### src/rtl/risc_cunit.sv
// Multi-cycle control unit for the 13-bit RISC core: sequences fetch, decode,
// ALU execute and register writeback, and tracks retired instructions.
module risc_cunit #(
    parameter int unsigned INSTR_W = 13,
    parameter int unsigned OPC_W   = 4,
    parameter int unsigned REG_AW  = 3,
    parameter int unsigned CNT_W   = 16
) (
    input  logic               clk,
    input  logic               rst,
    input  logic               start,
    input  logic               stop,
    input  logic               stall,
    input  logic [INSTR_W-1:0] ir,
    output logic               fetch_en,
    output logic [REG_AW-1:0]  rs1_addr,
    output logic [REG_AW-1:0]  rs2_addr,
    output logic [OPC_W-1:0]   alu_op,
    output logic               alu_en,
    output logic               rf_we,
    output logic [REG_AW-1:0]  rf_waddr,
    output logic               busy,
    output logic               halted,
    output logic               illegal,
    output logic [CNT_W-1:0]   instr_count,
    output logic [2:0]         state
);

    typedef enum logic [2:0] {
        StIdle      = 3'd0,
        StFetch     = 3'd1,
        StDecode    = 3'd2,
        StExecute   = 3'd3,
        StWriteback = 3'd4,
        StHalt      = 3'd5
    } state_e;

    localparam logic [OPC_W-1:0] OpcNop     = '0;
    localparam logic [OPC_W-1:0] OpcIllegal = OPC_W'(14);
    localparam logic [OPC_W-1:0] OpcHalt    = OPC_W'(15);

    state_e             state_q, state_d;
    logic [OPC_W-1:0]   opcode_q, opcode_d;
    logic [REG_AW-1:0]  waddr_q, waddr_d;
    logic [REG_AW-1:0]  rs1_q, rs1_d;
    logic [REG_AW-1:0]  rs2_q, rs2_d;
    logic               illegal_q, illegal_d;
    logic [CNT_W-1:0]   cnt_q, cnt_d;
    logic [OPC_W-1:0]   ir_opc;

    assign ir_opc = ir[INSTR_W-1 -: OPC_W];

    always_comb begin
        state_d   = state_q;
        opcode_d  = opcode_q;
        waddr_d   = waddr_q;
        rs1_d     = rs1_q;
        rs2_d     = rs2_q;
        illegal_d = illegal_q;
        cnt_d     = cnt_q;
        fetch_en  = 1'b0;
        alu_en    = 1'b0;
        rf_we     = 1'b0;
        case (state_q)
            StIdle: begin
                if (start) state_d = StFetch;
            end
            StFetch: begin
                if (!stall) begin
                    fetch_en = 1'b1;
                    state_d  = StDecode;
                end
            end
            StDecode: begin
                if (!stall) begin
                    opcode_d = ir_opc;
                    waddr_d  = ir[3*REG_AW-1 -: REG_AW];
                    rs1_d    = ir[2*REG_AW-1 -: REG_AW];
                    rs2_d    = ir[REG_AW-1:0];
                    // Routing uses the live IR; the latched copy only feeds outputs.
                    if (ir_opc == OpcHalt) begin
                        state_d = StHalt;
                    end else if (ir_opc == OpcIllegal) begin
                        illegal_d = 1'b1;
                        state_d   = StFetch;
                    end else if (ir_opc == OpcNop) begin
                        cnt_d   = cnt_q + CNT_W'(1);
                        state_d = stop ? StIdle : StFetch;
                    end else begin
                        state_d = StExecute;
                    end
                end
            end
            StExecute: begin
                if (!stall) begin
                    alu_en  = 1'b1;
                    state_d = StWriteback;
                end
            end
            StWriteback: begin
                if (!stall) begin
                    rf_we   = 1'b1;
                    cnt_d   = cnt_q + CNT_W'(1);
                    state_d = stop ? StIdle : StFetch;
                end
            end
            StHalt: begin
                state_d = StHalt;
            end
            default: begin
                state_d = StIdle;
            end
        endcase
    end

    always_ff @(posedge clk or posedge rst) begin
        if (rst) begin
            state_q   <= StIdle;
            opcode_q  <= '0;
            waddr_q   <= '0;
            rs1_q     <= '0;
            rs2_q     <= '0;
            illegal_q <= 1'b0;
            cnt_q     <= '0;
        end else begin
            state_q   <= state_d;
            opcode_q  <= opcode_d;
            waddr_q   <= waddr_d;
            rs1_q     <= rs1_d;
            rs2_q     <= rs2_d;
            illegal_q <= illegal_d;
            cnt_q     <= cnt_d;
        end
    end

    assign alu_op      = opcode_q;
    assign rf_waddr    = waddr_q;
    assign rs1_addr    = rs1_q;
    assign rs2_addr    = rs2_q;
    assign illegal     = illegal_q;
    assign instr_count = cnt_q;
    assign state       = state_q;
    assign busy        = (state_q != StIdle) && (state_q != StHalt);
    assign halted      = (state_q == StHalt);

endmodule
### config.mk
export PLATFORM = sky130hd
export DESIGN_NAME = risc_cunit
export DESIGN_NICKNAME = d
export VERILOG_FILES = /design/src/rtl/risc_cunit.sv
export SDC_FILE = /design/constraint.sdc
export NUM_CORES = 1
export LEC_CHECK = 0
export BUFFER_PORTS_ARGS = -buffer_cell sky130_fd_sc_hd__buf_2
export CAP_MARGIN = 20
export CORE_MARGIN = 3
export CORE_UTILIZATION = 49
export DETAILED_ROUTE_END_ITERATION = 12
export HOLD_SLACK_MARGIN = 0.06
export MAX_ROUTING_LAYER = met4
export PLACE_DENSITY_LB_ADDON = 0.25
export SLEW_MARGIN = 25
export SYNTH_ARGS = -nofsm -noshare
export SYNTH_HDL_FRONTEND = slang
export SYNTH_SLANG_ARGS = --single-unit
### constraint.sdc
create_clock -name clk -period 2.3 [get_ports clk]
set_input_delay 0.23 -clock clk [delete_from_list [all_inputs] [get_ports clk]]
set_output_delay 0.23 -clock clk [all_outputs]
set_load 0.005 [all_outputs]
Word-level counts from Yosys, hierarchy flattened
Cells that the tools add are included.
W data, S select, Z words.
{"block": "op_classes", "addsub": 1, "n_mul": 0, "div": 0, "n_lt_le_gt_ge": 0, "n_eq_ne": 16, "n_shift": 0, "muxes": 20, "bitwise": 2, "reduce_logical": 9}
{"cell": "$mux W16", "n": 5}
{"cell": "$pmux W16 S2", "n": 1}
{"cell": "$mux W3", "n": 6}
{"cell": "$pmux W3 S6", "n": 1}
{"cell": "$add A16 B1 Y16 const B", "n": 1}
{"cell": "$ne A2 B2 Y1 const B", "n": 8}
{"cell": "$eq A4 B4 Y1 const B", "n": 2}
{"cell": "$eq A3 B2 Y1 const B", "n": 2}
{"cell": "$eq A3 B3 Y1 const B", "n": 2}
{"cell": "$reduce_and A6 Y1", "n": 1}
{"cell": "$mux W1", "n": 5}
{"cell": "$reduce_and A5 Y1", "n": 1}
{"cell": "$logic_not A4 Y1", "n": 1}
{"cell": "$mux W2", "n": 2}
{"cell": "$reduce_and A4 Y1", "n": 1}
{"cell": "$eq A3 B1 Y1 const B", "n": 1}
{"cell": "$logic_not A3 Y1", "n": 1}
{"cell": "$ne A3 B3 Y1 const B", "n": 1}
{"cell": "$reduce_bool A3 Y1", "n": 1}
{"cell": "$not A1 Y1", "n": 2}
{"cell": "$reduce_and A2 Y1", "n": 1}
{"cell": "$reduce_bool A2 Y1", "n": 1}
{"cell": "$logic_and A1 B1 Y1", "n": 1}
{"block": "word_totals", "ff_bits": 33, "latch_bits": 0, "ramBits": 0, "romBits": 0, "inputBits": 18, "out_inout_bits": 38, "n_memories": 0}

Longest topological paths before layout
{"block": "depth", "ltp_word": 6, "mapped_depth": 6, "depth_no_buf": 4}

Worst setup path after synthesis
No wires, ideal clock.
{"block": "synth_timing", "path_kind": "flip-flop to flip-flop", "startpoint": "register state_q[0], in the netlist state[0]", "endpoint": "register cnt_q[12], in the netlist instr_count[12]", "setup_ps": 79, "arrival_ps": 1590, "t_required_ps": 2221, "setup_slack_ps": 631, "stages_incl_launch_ff": 6, "n_path_buf": 1, "path_cell_list": "dfrtp_1 -> nor4b_4 -> a21oi_2 -> buf_6 -> nor4_4 -> xor2_1"}
{"block": "synth_via", "elab_chain_cells": 3}
{"item": "from (decl)", "line_no": "42", "text": "state_e state_q, state_d;"}
{"item": "from (signal assigned)", "line_no": "118", "text": "state_q <= StIdle;"}
{"item": "from (signal assigned)", "line_no": "126", "text": "state_q <= state_d;"}
{"item": "$eq A3 B2 Y1 / $eq A3 B3 Y1 (equally long branches)", "line_no": "64", "text": "case (state_q)"}
{"item": "$ne A2 B2 Y1 (no line) / $reduce_bool A2 Y1 (equally long branches)"}
{"item": "$reduce_and A6 Y1 (no line)"}
{"item": "to (signal assigned)", "line_no": "132", "text": "cnt_q <= cnt_d;"}
{"item": "to (decl)", "line_no": "48", "text": "logic [CNT_W-1:0] cnt_q, cnt_d;"}
Parallel ways exist; a longest one is shown, timed or not.
A chain may end at the register's enable or synchronous reset.

Final worst setup path
{"block": "layout_timing", "startpoint": "register state_q[2], in the netlist state[2]", "endpoint": "register cnt_q[1], in the netlist instr_count[1]"}
Same word-level chain as after synthesis.

==> impl_results.md <==
* Reg clk slew, reported paths at 90 ps
* Largest stage delay on the critical path at 680 ps
* Final Critical Period at between 1500 and 2000 ps
* Largest family of logic cells by synthesized area: simple AND/OR/NAND/NOR gates
* Switch share at 31.95%
* Required time of the critical path at 2510 ps
* Net Sw Power at 0.0005957 W
* Gate power share at between 30% and 40%
* Sequential-to-total area share from yosys stat at 51.56%
* PortBufs at 55
* Synth area leader: dfrtp_1
* Peak supply drop at between 0.6 and 0.7 mV
* Fillers at roughly 260
* Total CTS buffers at 5
* CTS resizes at 0
* Starting density of the core at a little over half
* Synth Area in Simple Gates at 21.02%
* Yosys reg bits at 33
* Gate Count Post-Synth at about 130
* Site Rows at 20
* IO Count at 56
* Number of antenna diodes at 0
* Distinct cells, synth at 37
* Synth Area in Adders at less than 1%
* Initial antenna violation count at 0
* Skew final at ~8.8 ps
* Worst path top cell family by delay: compound AO/OA/AOI/OAI gates
* Final setup TNS at 0 ps
* Commonest register cell after synthesis: dfrtp_1
* Total global routing overflow at 0
* CP max-delay cell: a21oi_2
* Critical path launch point type: flop
* Setup violations, final at 0
* Hold_buf cts at 1
* Max-slew headroom at 39.11%
* Width of the chip at roughly 63 um
* Largest net degree at the start of global routing at 34
* Final HPWL DP at roughly 2400 um
* WP buf/inv at 0
* Synthesis Warnings at 0
* Multi-input logic area at between 700 and 800 um^2
* Int Power at 0.001269 W
* Fin crit share at around 87%
* Mean number of vias per cell at about 5.2
* First-pass GRT wire length at ~5600 um
* Final wirelength at approximately 3200 um
* Max Cap Violations at 0
* Mapped Nets at around 150
* Via count at 1196
* RSZ-0062 raised after global routing: no
* CTS root buf: clkbuf_4
* Area growth, synth to finish at 22.89%
* Critical Path AT at ~2200 ps
* DRC violation count after routing at 0
* Synth top area cells: dfrtp_1, mux2_2, xor2_1
* PD cells at approximately 950 nW/um^2
* Drt first-iter violations at between 50 and 60
* Fmax at 500.1 MHz
* Run status: finished clean
* Fin. Hold Viols at 0
* CTS tree: yes
* Most frequent cell after synthesis: dfrtp_1
* Slew @ Worst Pin at between 900 and 1000 ps
* Layout cell share with drive strength beyond 1 at a little under half
* Synth Area in Compound Gates at 5.391%
* Clock sinks at 33
* Die H at approximately 63 um
* Util after Layout at between 60% and 70%
* Mean area per synthesized cell at ~12 um^2
* H-tree depth at 2
* Mapped Area at around 1600 um^2
* Clock power frac at 17.3%
* Worst Path Class, Setup: reg -> reg
* Worst path cell trace: nor4b_2 > a21oi_2 > mux2_2
* Vias in the first global route at 1209
* CP Capture Type: flop
* GRT Total Usage at between 10% and 20%
* Worst skew pair latency at ~320 ps
* Final net count at 206
* Async set or reset register ratio after synthesis at between 90% and 100%
* Multiplexer share of the synthesized area at roughly a tenth
* Full die area at between 3000 and 4000 um^2
* Slew Viols, Final at 0
* Final ANT Viol Nets at 0
* Postcts setup bufs at 0
* DRT Pass-1 Iters at 4
* WL/cell at 13.88 um
* Core ar. at between 3000 and 4000 um^2
* Worst hold path class: in -> reg
* Top fanout value on the critical path at 16
* Post-Synth XOR/XNOR Area at between 8 and 9%
* Leakage power at ~1.0 nW
* Register area at about 830 um^2
* GPL Wtd Cong at roughly 0.84
* Max Root-Sink Buffers at 2
* EDFF count, synth at 0
* Sequential power share at 48.9%
* Most frequent cells after synthesis: dfrtp_1, mux2_2, xor2_1
* Yosys top cell area share at between 50% and 60%
-- layout by cell type (no fill, tap or decap), types with 3 or more instances in the layout --
cell type	synthesis	routed
xnor2_1	4	4
nor3_1	4	4
clkbuf_4	0	5
nor4b_2	3	3
nand2_1	7	7
nor2_1	3	3
xor2_1	11	11
nor4_1	3	3
dfrtp_1	33	33
nand3_1	5	5
buf_2	2	55
mux2_2	14	14
a21oi_1	4	4
-- logic make-up after synthesis --
group / after synthesis
fa+ha+maj: 1
simple gates: 44
xor+xnor: 15
flops: 33
mux: 14
compound gates: 13
buf+inv: 9
-- registers in the layout, summed over array words and instances (netlist names) --
signal / cells
illegal: 1
rf_waddr: 3
instr_count: 16
rs2_addr: 3
rs1_addr: 3
alu_op: 4
state: 3
-- metal layers --
| layer | wire length [um] | GRT usage (%) | share of wire, % | vias up |
|---|---|---|---|---|
| li1 | - | - | - | 575 |
| met2 | 1587 | 28.46 | 49 | 34 |
| met4 | 25 | 4.582 | 0.78 | 0 |
| met1 | 1426 | 21.89 | 44 | 583 |
| met5 | 0 | - | 0 | - |
| met3 | 167 | 4.813 | 5.2 | 4 |
-- stage by stage --
| step | power (W) | instance area [um^2] | instances | hold slack [ps] | setup WS (ps) |
|---|---|---|---|---|---|
| finish | 0.001864 | 1968 | 231 | 142.2 | 300.4 |
| global route | 0.002012 | 1968 | 231 | 125.7 | 192.3 |
| CTS | 0.001898 | 1968 | 231 | 128.8 | 297.1 |
| detailed placement | 0.001568 | 1903 | 223 | 340.9 | 294.6 |
| global placement | 0.001526 | 1903 | 223 | 326.0 | 390.2 |
| floorplan | 0.001293 | 1602 | 129 | 326.1 | 630.7 |
-- path summary, 6_finish.rpt --
path	start	endpoint	slack [ps]	depth (start not counted)
max	state[2]	instr_count[1]	300	3
min	ir[3]	rs1_addr[0]	140	2
max reg2reg	state[2]	instr_count[1]	300	3
min reg2reg	instr_count[15]	instr_count[15]	470	1
max in group asynchronous	rst	instr_count[3]	1480	4
min in group asynchronous	rst	instr_count[4]	530	4
-- power by group through the flow --
stage / registers (W) / logic [W] / clock network, W
after floorplan: 0.000887 / 0.000405 / 0
after global placement: 0.000906 / 0.000620 / 0
after detailed placement: 0.000928 / 0.000639 / 0
after CTS: 0.000915 / 0.000646 / 0.000337
after global routing: 0.000948 / 0.000702 / 0.000362
final: 0.000911 / 0.000631 / 0.000322
-- cell type report --
cell class	instances	area share [%]
flip-flops and latches	33	41.96
clock buffers	7	2.797
repair buffers	58	15.26
well taps	44	2.797
inverters	2	0.3814
multi-input cells	87	36.81
Note: power is estimated with default switching activity, not from simulation.
